[config.mk]
export PLATFORM = sky130hd
export DESIGN_NAME = wb_arbiter
export DESIGN_NICKNAME = d
export VERILOG_FILES = /design/src/rtl/wb_arbiter.sv
export SDC_FILE = /design/constraint.sdc
export NUM_CORES = 1
export LEC_CHECK = 0
export BUFFER_PORTS_ARGS = -buffer_cell sky130_fd_sc_hd__buf_2
export CAP_MARGIN = 0
export CORE_MARGIN = 2
export CORE_UTILIZATION = 30
export CTS_CLUSTER_DIAMETER = 50
export DETAILED_ROUTE_END_ITERATION = 16
export GPL_ROUTABILITY_DRIVEN = 0
export PLACE_DENSITY = 0.55
export SLEW_MARGIN = 20
export SYNTH_ARGS = -nofsm -noshare
export SYNTH_HDL_FRONTEND = slang
export SYNTH_SLANG_ARGS = --single-unit
[constraint.sdc]
create_clock -name clk_i -period 2.7 [get_ports clk_i]
set_input_delay 0 -clock clk_i [delete_from_list [all_inputs] [get_ports clk_i]]
set_output_delay 0 -clock clk_i [all_outputs]
set_load 0.05 [all_outputs]
[src/rtl/wb_arbiter.sv]
// wb_arbiter: shares the single register-file write port between the ALU result path and the
// data-memory load path.
//
// Each producer feeds a one-entry holding buffer through a valid/ready handshake. One buffer is
// drained per cycle into a registered write port. The drain order is round-robin, except when
// both buffers target the same register: then the older entry is drained first, so writes to
// one register are never reordered.
//
// Ports:
//   clk_i, rst_ni        clock; asynchronous active-low reset
//   alu_valid_i/ready_o  ALU handshake; alu_addr_i / alu_data_i carry the result
//   mem_valid_i/ready_o  load handshake; mem_addr_i / mem_data_i carry the result
//   rf_we_o/addr_o/data_o  registered register-file write port
//   last_grant_o         0 = ALU won the most recent grant, 1 = memory did
//   pending_o            bit i set while an accepted, unwritten result targets register i
module wb_arbiter #(
    parameter int unsigned DW = 16,
    parameter int unsigned AW = 3,
    parameter int unsigned NR = 1 << AW
) (
    input  logic          clk_i,
    input  logic          rst_ni,
    input  logic          alu_valid_i,
    output logic          alu_ready_o,
    input  logic [AW-1:0] alu_addr_i,
    input  logic [DW-1:0] alu_data_i,
    input  logic          mem_valid_i,
    output logic          mem_ready_o,
    input  logic [AW-1:0] mem_addr_i,
    input  logic [DW-1:0] mem_data_i,
    output logic          rf_we_o,
    output logic [AW-1:0] rf_addr_o,
    output logic [DW-1:0] rf_data_o,
    output logic          last_grant_o,
    output logic [NR-1:0] pending_o
);

    logic          alu_full_q, alu_full_d;
    logic [AW-1:0] alu_addr_q, alu_addr_d;
    logic [DW-1:0] alu_data_q, alu_data_d;
    logic          mem_full_q, mem_full_d;
    logic [AW-1:0] mem_addr_q, mem_addr_d;
    logic [DW-1:0] mem_data_q, mem_data_d;
    logic          age_q, age_d;  // 1: memory entry is older than the ALU entry
    logic          last_grant_q, last_grant_d;
    logic          rf_we_q, rf_we_d;
    logic [AW-1:0] rf_addr_q, rf_addr_d;
    logic [DW-1:0] rf_data_q, rf_data_d;

    logic gnt_any, gnt_to_mem, alu_gnt, mem_gnt;
    logic alu_acc, mem_acc, alu_stays, mem_stays;

    // Grant is a function of registered state only.
    always_comb begin
        gnt_any = alu_full_q | mem_full_q;
        if (alu_full_q && mem_full_q) begin
            // Same destination: oldest first, otherwise alternate.
            gnt_to_mem = (alu_addr_q == mem_addr_q) ? age_q : ~last_grant_q;
        end else begin
            gnt_to_mem = mem_full_q;
        end
        alu_gnt = alu_full_q & ~gnt_to_mem;
        mem_gnt = mem_full_q & gnt_to_mem;
    end

    // A buffer being drained this cycle can take a new entry on the same edge.
    assign alu_ready_o = ~alu_full_q | alu_gnt;
    assign mem_ready_o = ~mem_full_q | mem_gnt;
    assign alu_acc     = alu_valid_i & alu_ready_o;
    assign mem_acc     = mem_valid_i & mem_ready_o;
    assign alu_stays   = alu_full_q & ~alu_gnt;
    assign mem_stays   = mem_full_q & ~mem_gnt;

    always_comb begin
        alu_full_d   = alu_full_q;
        alu_addr_d   = alu_addr_q;
        alu_data_d   = alu_data_q;
        mem_full_d   = mem_full_q;
        mem_addr_d   = mem_addr_q;
        mem_data_d   = mem_data_q;
        age_d        = age_q;
        last_grant_d = last_grant_q;
        rf_we_d      = 1'b0;
        rf_addr_d    = rf_addr_q;
        rf_data_d    = rf_data_q;

        if (alu_gnt) alu_full_d = 1'b0;
        if (mem_gnt) mem_full_d = 1'b0;

        if (alu_acc) begin
            alu_full_d = 1'b1;
            alu_addr_d = alu_addr_i;
            alu_data_d = alu_data_i;
        end
        if (mem_acc) begin
            mem_full_d = 1'b1;
            mem_addr_d = mem_addr_i;
            mem_data_d = mem_data_i;
        end

        // Age tracks which entry arrived first; a simultaneous load counts memory as older.
        // Drain-and-reload is covered too: the entry that stays is older than the new one.
        if (alu_acc && (mem_acc || mem_stays)) begin
            age_d = 1'b1;
        end else if (mem_acc && alu_stays) begin
            age_d = 1'b0;
        end

        if (gnt_any) begin
            rf_we_d      = 1'b1;
            rf_addr_d    = gnt_to_mem ? mem_addr_q : alu_addr_q;
            rf_data_d    = gnt_to_mem ? mem_data_q : alu_data_q;
            last_grant_d = gnt_to_mem;
        end
    end

    always_ff @(posedge clk_i or negedge rst_ni) begin
        if (!rst_ni) begin
            alu_full_q   <= 1'b0;
            alu_addr_q   <= '0;
            alu_data_q   <= '0;
            mem_full_q   <= 1'b0;
            mem_addr_q   <= '0;
            mem_data_q   <= '0;
            age_q        <= 1'b0;
            last_grant_q <= 1'b1;  // ALU wins the first round-robin tie
            rf_we_q      <= 1'b0;
            rf_addr_q    <= '0;
            rf_data_q    <= '0;
        end else begin
            alu_full_q   <= alu_full_d;
            alu_addr_q   <= alu_addr_d;
            alu_data_q   <= alu_data_d;
            mem_full_q   <= mem_full_d;
            mem_addr_q   <= mem_addr_d;
            mem_data_q   <= mem_data_d;
            age_q        <= age_d;
            last_grant_q <= last_grant_d;
            rf_we_q      <= rf_we_d;
            rf_addr_q    <= rf_addr_d;
            rf_data_q    <= rf_data_d;
        end
    end

    assign rf_we_o      = rf_we_q;
    assign rf_addr_o    = rf_addr_q;
    assign rf_data_o    = rf_data_q;
    assign last_grant_o = last_grant_q;

    always_comb begin
        pending_o = '0;
        for (int unsigned i = 0; i < NR; i++) begin
            pending_o[i] = (alu_full_q && (alu_addr_q == AW'(i))) ||
                           (mem_full_q && (mem_addr_q == AW'(i))) ||
                           (rf_we_q && (rf_addr_q == AW'(i)));
        end
    end

endmodule
==> out/qor.yml, run 1 <==
rsz0062_at_grt: "no"
nFillCells: 969
avgViaCountPerCell: 4.60
drt_iter0_drc: 89
drt_wl_total_microns: 7310
start_util_pct: 31.2
ctsHtreeMaxLevel: 3
register_area_sq_um: 1550
p_per_area_nw_per_um2: 1310
r2r_cells: 5
syn_inst: 229
fin_cells: 495
postSynth.asyncResetShare_pct: 100
place_area_sq_um: 3630
dr_total_vias: 2278
peakVddDrop_mv: 0.834
netlist_area_sq_um: 3080
wl_per_cell_microns: 14.8
cts_tree: "built"
fmax_mhz: 452
yosysSeqAreaShare_pct: 50.4
ant_nets: 0
clk_path_buf_depth: 2
relSlewSlack_pct: 59.2
n_antenna_cell: 0
ys.flop_type: "dfrtp_1"
crit_arrival_ns: 2.43
grt_usage_pct: 13.9
port_buffers: 72
clkSinkCount: 62
clock_latency_ns: 0.34
crit_path_max_fanout: 10
critPathRequiredTime_ns: 2.91
antenna_found_initial: 0
cts.reportedPaths.clkPinSlew_ns: 0.08
power_uw: 5580
cts_buffers: 9
synth-edff-count: 0
grt_pass1_wl_microns: 12000
ys_types: 44
final_area_sq_um: 4250
grt_overflow: 0
crit_path_end_kind: "flop"
final_max_slew_viol_count: 0
maxCapViolCount: 0
skew_ns: 0.0150
multi_input_area_sq_um: 1410
drive_gt1_share_pct: 48.9
num_rows: 36
hold_viol_final: 0
final_cell_mix: "72 x buf_2, 61 x dfrtp_1, 47 x mux2_2"
syn_avg_cell_area_sq_um: 13.5
area_delta_synth_final_pct: 38.0
period_share_pct: 82.0
ys_warn_count: 0
crit_chain: "xor2_2, nor3_1, a211oi_4, buf_6, mux2_1"
p_leak_uw: 0.00189
critPathSlowestCell: "a211oi_4"
die-area_sq_um: 11100
synth_nets: 271
fin_hold_ws_ns: 0.121
fin_nets: 399
drt_first_pass_iters: 4
run_status: "completed"
min_period_ns: 2.21
setup_viol: 0
coreArea_sq_um: 9860
hpwlAfterDp_microns: 5140
dieWidth_microns: 105
cpPeakStageDelay_ns: 0.58
start_kind: "flop"
grt_pass1_vias: 2327
ys_ff_latch: 62
worstMarginPinSlew_ns: 0.610
drc: 0
final.setup.tns_ns: 0
dp.cells: 437
hold_class: "primary input to async pin"
dieHeight_microns: 105
root_buffer: "clkbuf_8"
final_common_cell: "buf_2"
grt_start_max_net_pins: 29
path_class: "flop to flop"
io_pins: 73
## timing repair
action / in CTS / in global routing
resized for setup: 0 / 0
hold buffers: 41 / 0
buffers inserted: 0 / 0
hold endpoints to repair: 55 / 0
## routing by layer
metal	track usage [%]	vias to the layer above	wire length, microns
met5	0	-	0
met4	4.38	0	77
met3	4.21	11	430
met2	21.2	69	3460
met1	18.9	1118	3340
li1	-	1080	-
## area by class of cell
class	instances	area share [%]
sequential	62	36.5
clock inverter	4	1.06
inverter	6	0.530
timing repair buffer	130	21.2
multi-input combinational	148	33.1
tap	133	3.91
clock buffer	12	3.65
## path summary, 6_finish.rpt
kind / start / slack (ns) / to
max in group asynchronous: rst_ni / 1.83 / alu_data_q[1]
hold / removal: rst_ni / 0.12 / rf_data_o[8]
hold reg to reg: mem_data_q[8] / 0.48 / rf_data_o[8]
min in group clk_i: mem_data_i[11] / 0.41 / mem_data_q[11]
setup / recovery: mem_addr_q[2] / 0.49 / mem_data_q[8]
setup reg to reg: mem_addr_q[2] / 0.49 / mem_data_q[8]
## cell usage after synthesis (5+ instances only)
cell type  count  area [sq um]
mux2_4        10           150
o21ai_0        5          25.0
nand3_1        6          30.0
inv_1          6          22.5
dfrtp_1       61          1530
mux2_1        11           124
nor2_1        10          37.5
nand2_1        6          22.5
mux2_2        47           529
a21oi_1        5          25.0
## flip-flops by register name, summed over array words and instances (netlist names), 3 cells and up
register and count:
mem_data_q 16, alu_data_q 16, alu_addr_q 3, mem_addr_q 3
rf_addr_o 3, rf_data_o 16
## logic make-up after synthesis
logic type / synth area share [%]
compound gates: 7.88
xor+xnor: 2.68
buf+inv: 3.98
flops: 50.4
mux: 27.4
simple gates: 7.71
## where the power goes
part | switching [uW] | internal [uW]
Combinational | 1850 | 1200
Sequential | 327 | 1370
Clock | 361 | 472
## stage by stage
step / util (%) / setup WS (ns)
floorplan: - / 0.0912
global placement: 36.8 / 0.349
detailed placement: 36.8 / 0.318
CTS: 43.0 / 0.293
global route: 43.1 / 0.288
finish: 43.1 / 0.486
## worst max-delay path, delay by kind of cell (launching register included)
kind	cells	cell delay [ns]
compound gates	1	0.58
flops	1	0.53
xor+xnor	1	0.27
simple gates	1	0.12
mux	1	0.34
buf+inv	1	0.25
(Power assumes the default switching activity.)
==> inputs of run 2 (changes only) <==
ABC_AREA = 1   (was not set)
clock period = 2.3 ns   (was 2.7 ns; I/O delays follow)
==> run 2 against run 1 <==
Against the previous run: clock power down 8.0%; sequential cell count unchanged; via count up 14%; first-iteration DRC count up 1.1%; sequential power up 8%; power down 3.6%; clock skew down 0.010 ns; worst setup slack worse by 0.13 ns; sequential share of layout area up 2.5 points; non-clock buffer count down 16; count of clock-buffer cells in the layout up 1; area after synthesis down 2.5%; critical endpoint is now mem_ready_o; largest cell class unchanged.
==> out/qor.yml, run 2 <==
run_status: "completed"
ys_ff_latch: 62  # unchanged
port_buffers: 72  # unchanged
peakVddDrop_mv: 0.543  # -35%
cts_buffers: 9  # unchanged
worstMarginPinSlew_ns: 0.628  # +0.0177 ns
wl_met1_microns: 3590  # +7.5%
r2r_cells: 7  # +2
setup_viol: 0  # unchanged
dr_total_vias: 2601  # +14%
ys.flop_type: "dfrtp_1"
grt_pass1_wl_microns: 12900  # +7.7%
dp_slack_ns: 0.528  # +0.210 ns
drt_wl_total_microns: 7570  # +3.7%
period_share_pct: 84.6
grt_pass1_vias: 2670  # +15%
skew_ns: 0.00461  # -0.0104 ns
final_common_cell: "nand2_1"
yosysSeqAreaShare_pct: 51.7  # +1.3 points
final_max_slew_viol_count: 0  # unchanged
start_kind: "flop"
crit_path_end_kind: "output port"
syn_avg_cell_area_sq_um: 8.46  # -37%
power_uw: 5380  # -3.6%
netlist_area_sq_um: 3000  # -2.5%
crit_path_max_fanout: 19  # +9
coreArea_sq_um: 9730  # -1.4%
io_pins: 73  # unchanged
fin_nets: 506  # +27%
crit_end: "mem_ready_o"
met2WireLength_microns: 3530  # +2.2%
fin_util_pct: 40.9  # -2.2 points
synth_top_family_by_area: "simple AND/OR/NAND/NOR gates"
ys_warn_count: 0  # unchanged
final.setup.tns_ns: 0  # unchanged
yosys.area.top_type: "dfrtp_1"
synth_nets: 397  # +46%
num_rows: 36  # unchanged
clock_latency_ns: 0.33  # about the same
fin_cells: 601  # +21%
grt_overflow: 0  # unchanged
dieWidth_microns: 104  # -1.2%
syn_inst: 355  # +55%
hpwlAfterDp_microns: 5080  # -1.3%
crit_arrival_ns: 1.95  # -0.48 ns
synth_xor_area_share_pct: 0.541  # -2.1 points
cts.reportedPaths.clkPinSlew_ns: 0.06  # -0.02 ns
p_per_area_nw_per_um2: 1350  # +3.1%
avgViaCountPerCell: 4.33  # -6.0%
wl_met3_microns: 349  # -19%
area_delta_synth_final_pct: 32.4
crit_path_start: "alu_addr_q[0]"
r2r_start: "alu_addr_q[0]"
grt_usage_pct: 14.8  # +0.89 points
root_buffer: "clkbuf_8"
ys_types: 29  # -34%
finalWorstSetupSlack_ns: 0.353  # -0.132 ns
cts_tree: "built"
synth_compound_area_share_pct: 5.50  # -2.4 points
ant_nets: 0  # unchanged
maxCapViolCount: 0  # unchanged
synth-edff-count: 0  # unchanged
dieHeight_microns: 104  # -1.2%
r2r_end: "alu_addr_q[0]"
min_period_ns: 1.95
synthSimpleGateAreaFrac_pct: 28.3  # +21 points
clkSinkCount: 62  # unchanged
critPathRequiredTime_ns: 2.30  # -0.61 ns
die-area_sq_um: 10800  # -2.4%
hold_class: "primary input to flop"
rrSetupSlack_ns: 0.51  # +0.02 ns
postSynth.asyncResetShare_pct: 100  # unchanged
synth_most_common_cell: "nand2_1"
dp.cells: 547  # +25%
final_cell_mix: "139 x nand2_1, 72 x buf_2, 61 x dfrtp_1"
n_antenna_cell: 0  # unchanged
p_leak_uw: 0.00210  # +12%
antenna_found_initial: 0  # unchanged
clk_path_buf_depth: 2  # unchanged
muxShareOfSynthArea_pct: 5.00  # -22 points
start_util_pct: 30.9  # -0.36 points
ctsHtreeMaxLevel: 3  # unchanged
drt_first_pass_iters: 4  # unchanged
top_layer_used: "met4"
path_class: "flop to output port"
rsz0062_at_grt: "no"
relSlewSlack_pct: 58.1  # -1.0 points
drt_iter0_drc: 90  # +1.1%
drive_gt1_share_pct: 22.0  # -27 points
grt_start_max_net_pins: 39  # +34%
wl_per_cell_microns: 12.6  # -15%
synth_area_leaders: "dfrtp_1 51%, nand2_1 17%, nand3_1 5.2%"
drc: 0  # unchanged
synth_adder_area_share_pct: 0  # unchanged
yosysTopAreaCellShare_pct: 50.8  # +1.3 points
nFillCells: 1028  # +6.1%
synth_common_cells: "139 x nand2_1, 61 x dfrtp_1, 34 x inv_1, 31 x nand3_1, 17 x o21ai_1"
fmax_mhz: 514
hold_viol_final: 0  # unchanged
==> run 2: area by class of cell <==
| type | instances | area [sq um] | area share [%] |
|---|---|---|---|
| Sequential cell | 62 | 1550 | 39.0 |
| Multi-Input combinational cell | 241 | 1180 | 29.8 |
| Inverter | 36 | 138 | 3.46 |
| Clock inverter | 2 | 10.0 | 0.252 |
| Timing Repair Buffer | 114 | 786 | 19.8 |
| Tap cell | 133 | 166 | 4.19 |
| Clock buffer | 13 | 139 | 3.49 |
==> run 2: timing repair <==
item,CTS,global route
gates resized for setup,0,0
endpoints found under the setup margin,0,0
buffers inserted,0,0
endpoints found under the hold margin,62,0
hold buffers,39,0
==> run 2: routing by layer <==
layer	track usage [%]	vias to the layer above
met1	19.2	1204
met4	5.50	0
met3	3.13	9
li1	-	1327
met2	24.3	61
met5	0	-
==> run 2: worst min-delay path by stage <==
stage,to,cells past startpoint,from
after floorplan,age_q,0,rst_ni
after global placement,mem_addr_q[2],1,rst_ni
after detailed placement,mem_addr_q[2],1,rst_ni
after CTS,alu_full_q,3,alu_valid_i
after global routing,alu_full_q,3,alu_valid_i
final,alu_full_q,3,alu_valid_i
==> run 2: critical path, stage by stage (launching register included) <==
cell and delay (ns):
dfrtp_1 0.47, xnor2_2 0.28, nand4_2 0.16, nand3_4 0.14, buf_4 0.25, buf_2 0.30
==> run 2: kinds of logic (layout without fill, tap and decap cells) <==
kind of cell / after synthesis / after routing
simple gates: 196 / 196
buf+inv: 52 / 165
flops: 62 / 62
compound gates: 29 / 29
mux: 15 / 15
xor+xnor: 1 / 1
==> run 2: metrics by stage <==
| step | hold WS, ns | cell area (sq um) |
|---|---|---|
| after floorplan | -0.296 | 3000 |
| after global placement | 0.0560 | 3440 |
| after detailed placement | 0.0582 | 3440 |
| after CTS | 0.0292 | 3980 |
| after global routing | 0.0645 | 3980 |
| final | 0.0406 | 3980 |
==> run 2: report_power, final <==
part,switching (uW),internal [uW]
Combinational,2030,746
Clock,383,383
Sequential,318,1520
Total,2730,2650
==> inputs of run 3 (changes only) <==
PLACE_DENSITY = 0.57   (was 0.55)
clock period = 1.65 ns   (was 2.3 ns; I/O delays follow)
==> run 3 against run 2 <==
Against the previous run: the run now ends with negative setup slack left; combinational power grew 55%; worst hold slack gained 0.19 ns; sequential power grew 39%; sequential share of layout area shrank 2.3 points; sequential cell count is the same; non-clock buffer count grew 18; design area grew 6.5%; worst setup slack lost 0.37 ns; critical path depth grew 1.
==> out/qor.yml, run 3 (same netlist as run 2, synthesis figures left out) <==
wl_met1_microns: 3620  # +0.92%
avgViaCountPerCell: 4.32  # -0.12%
area_delta_synth_final_pct: 40.9
met2WireLength_microns: 3750  # +6.0%
rsz0062_at_grt: "yes"
skew_ns: 0.0108  # +0.00623 ns
setup_viol: 1  # +1
wl_met3_microns: 256  # -27%
hpwlAfterDp_microns: 5340  # +5.3%
fin_hold_ws_ns: 0.233  # +0.192 ns
relSlewSlack_pct: 78.0  # +20 points
p_leak_uw: 0.00222  # +5.8%
grt_pass1_vias: 2712  # +1.6%
cp.buffers_inverters: 2  # unchanged
fmax_mhz: 600
grt_pass1_wl_microns: 12900  # +0.22%
finalWorstSetupSlack_ns: -0.0157  # -0.369 ns
peakVddDrop_mv: 0.928  # +71%
power_uw: 8020  # +49%
crit_family: "flip-flops"
final_common_cell: "nand2_1"
dieHeight_microns: 104  # unchanged
period_share_pct: 101
ant_nets: 0  # unchanged
drt_wl_total_microns: 7640  # +0.92%
fin_util_pct: 43.5  # +2.6 points
dieWidth_microns: 104  # unchanged
hold_class: "primary input to async pin"
path_class: "flop to output port"
top_layer_used: "met4"
clkSinkCount: 62  # unchanged
min_period_ns: 1.67
worstMarginPinSlew_ns: 0.330  # -0.298 ns
dr_total_vias: 2680  # +3.0%
run_status: "finished with violations"
wl_per_cell_microns: 12.3  # -2.2%
cts.reportedPaths.clkPinSlew_ns: 0.07  # about the same
start_util_pct: 30.9  # unchanged
crit_arrival_ns: 1.67  # -0.28 ns
critPathSlowestCell: "dfrtp_1"
io_pins: 73  # unchanged
start_kind: "flop"
r2r_cells: 8  # +1
grt_overflow: 0  # unchanged
n_antenna_cell: 0  # unchanged
clk_path_buf_depth: 2  # unchanged
clock_latency_ns: 0.33  # about the same
die-area_sq_um: 10800  # unchanged
crit_top_cell: "buf_12"
drc: 0  # unchanged
drive_gt1_share_pct: 26.7  # +4.7 points
ctsHtreeMaxLevel: 3  # unchanged
antenna_found_initial: 0  # unchanged
crit_path_end_kind: "output port"
nFillCells: 1013  # -1.5%
num_rows: 36  # unchanged
drt_first_pass_iters: 4  # unchanged
critPathRequiredTime_ns: 1.65  # -0.65 ns
r2r_end: "mem_data_q[1]"
cts_tree: "built"
p_per_area_nw_per_um2: 1900  # +40%
port_buffers: 72  # unchanged
final_cell_mix: "135 x nand2_1, 68 x buf_2, 59 x dfrtp_1"
cpPeakStageDelay_ns: 0.41  # -0.06 ns
drt_iter0_drc: 110  # +22%
coreArea_sq_um: 9730  # unchanged
grt_start_max_net_pins: 63  # +62%
final_max_slew_viol_count: 0  # unchanged
rrSetupSlack_ns: 0.02  # -0.49 ns
root_buffer: "clkbuf_8"
violations: "negative setup slack"
crit_chain: "xnor2_2, nand3_2, nand2_2, nand3_4, buf_12, buf_12"
maxCapViolCount: 0  # unchanged
crit_path_max_fanout: 5  # -14
fin_nets: 524  # +3.6%
hold_viol_final: 0  # unchanged
grt_usage_pct: 14.8  # -0.021 points
cts_buffers: 9  # unchanged
r2r_start: "mem_addr_q[0]"
-- run 3: changes by cell type in the layout (fill, tap and decap cells not counted), moves of 3 or more --
cell | before | now
buf_2 | 72 | 68
buf_4 | 2 | 17
nand2_1 | 139 | 135
nand2_2 | 3 | 6
-- run 3: how the worst max path moves through the flow --
stage,slack [ns],cells after the start,end,from
after global placement,0.01,7,alu_addr_q[2],alu_addr_q[0]
final,-0.02,6,mem_ready_o,mem_addr_q[0]
after floorplan,0.008,10,alu_addr_q[1],alu_addr_q[0]
after CTS,0.00005,6,mem_ready_o,mem_addr_q[0]
after global routing,-0.10,6,mem_ready_o,mem_addr_q[0]
after detailed placement,-0.04,10,rf_data_o[12],mem_addr_q[1]
-- run 3: repair_timing --
action | in CTS | in global routing
resized for setup | 7 | 19
buffers inserted | 1 | 3
endpoints found under the setup margin | 19 | 41
pin swaps | 1 | 1
hold buffers | 41 | 0
endpoints found under the hold margin | 101 | 0
gates cloned | 0 | 1
-- run 3: worst min-delay path: stages --
cell and delay, ns:
dlygate4sd3_1 0.53, buf_2 0.13, buf_12 0.30
-- run 3: power by group --
part	internal [uW]	leakage, uW	total, uW	switching [uW]
Combinational	1330	0.00140	4290	2950
Sequential	2130	0.000735	2550	423
Clock	625	0.0000905	1180	558
-- run 3: metal layers --
layer | vias up | GRT usage [%]
met4 | 0 | 4.25
met1 | 1252 | 19.1
met3 | 2 | 3.45
met5 | - | 0
li1 | 1370 | -
met2 | 56 | 24.8
-- run 3: layout make-up --
cell class	instances	area, sq um	area share [%]
sequential	62	1560	36.7
multi-input combinational	241	1210	28.7
timing repair buffer	132	982	23.2
tap	133	166	3.93
clock buffer	14	163	3.84
inverter	36	143	3.37
clock inverter	2	10.0	0.236
-- run 3: stage by stage --
stage               instance area (sq um)  setup WS, ns  std cells  setup TNS (ns)
detailed placement                   3520       -0.0368        558          -0.305
floorplan                            3000       0.00827        355               0
CTS                                  4130     0.0000505        616               0
global route                         4230        -0.104        620           -1.62
finish                               4230       -0.0157        620         -0.0157
global placement                     3520        0.0122        558               0
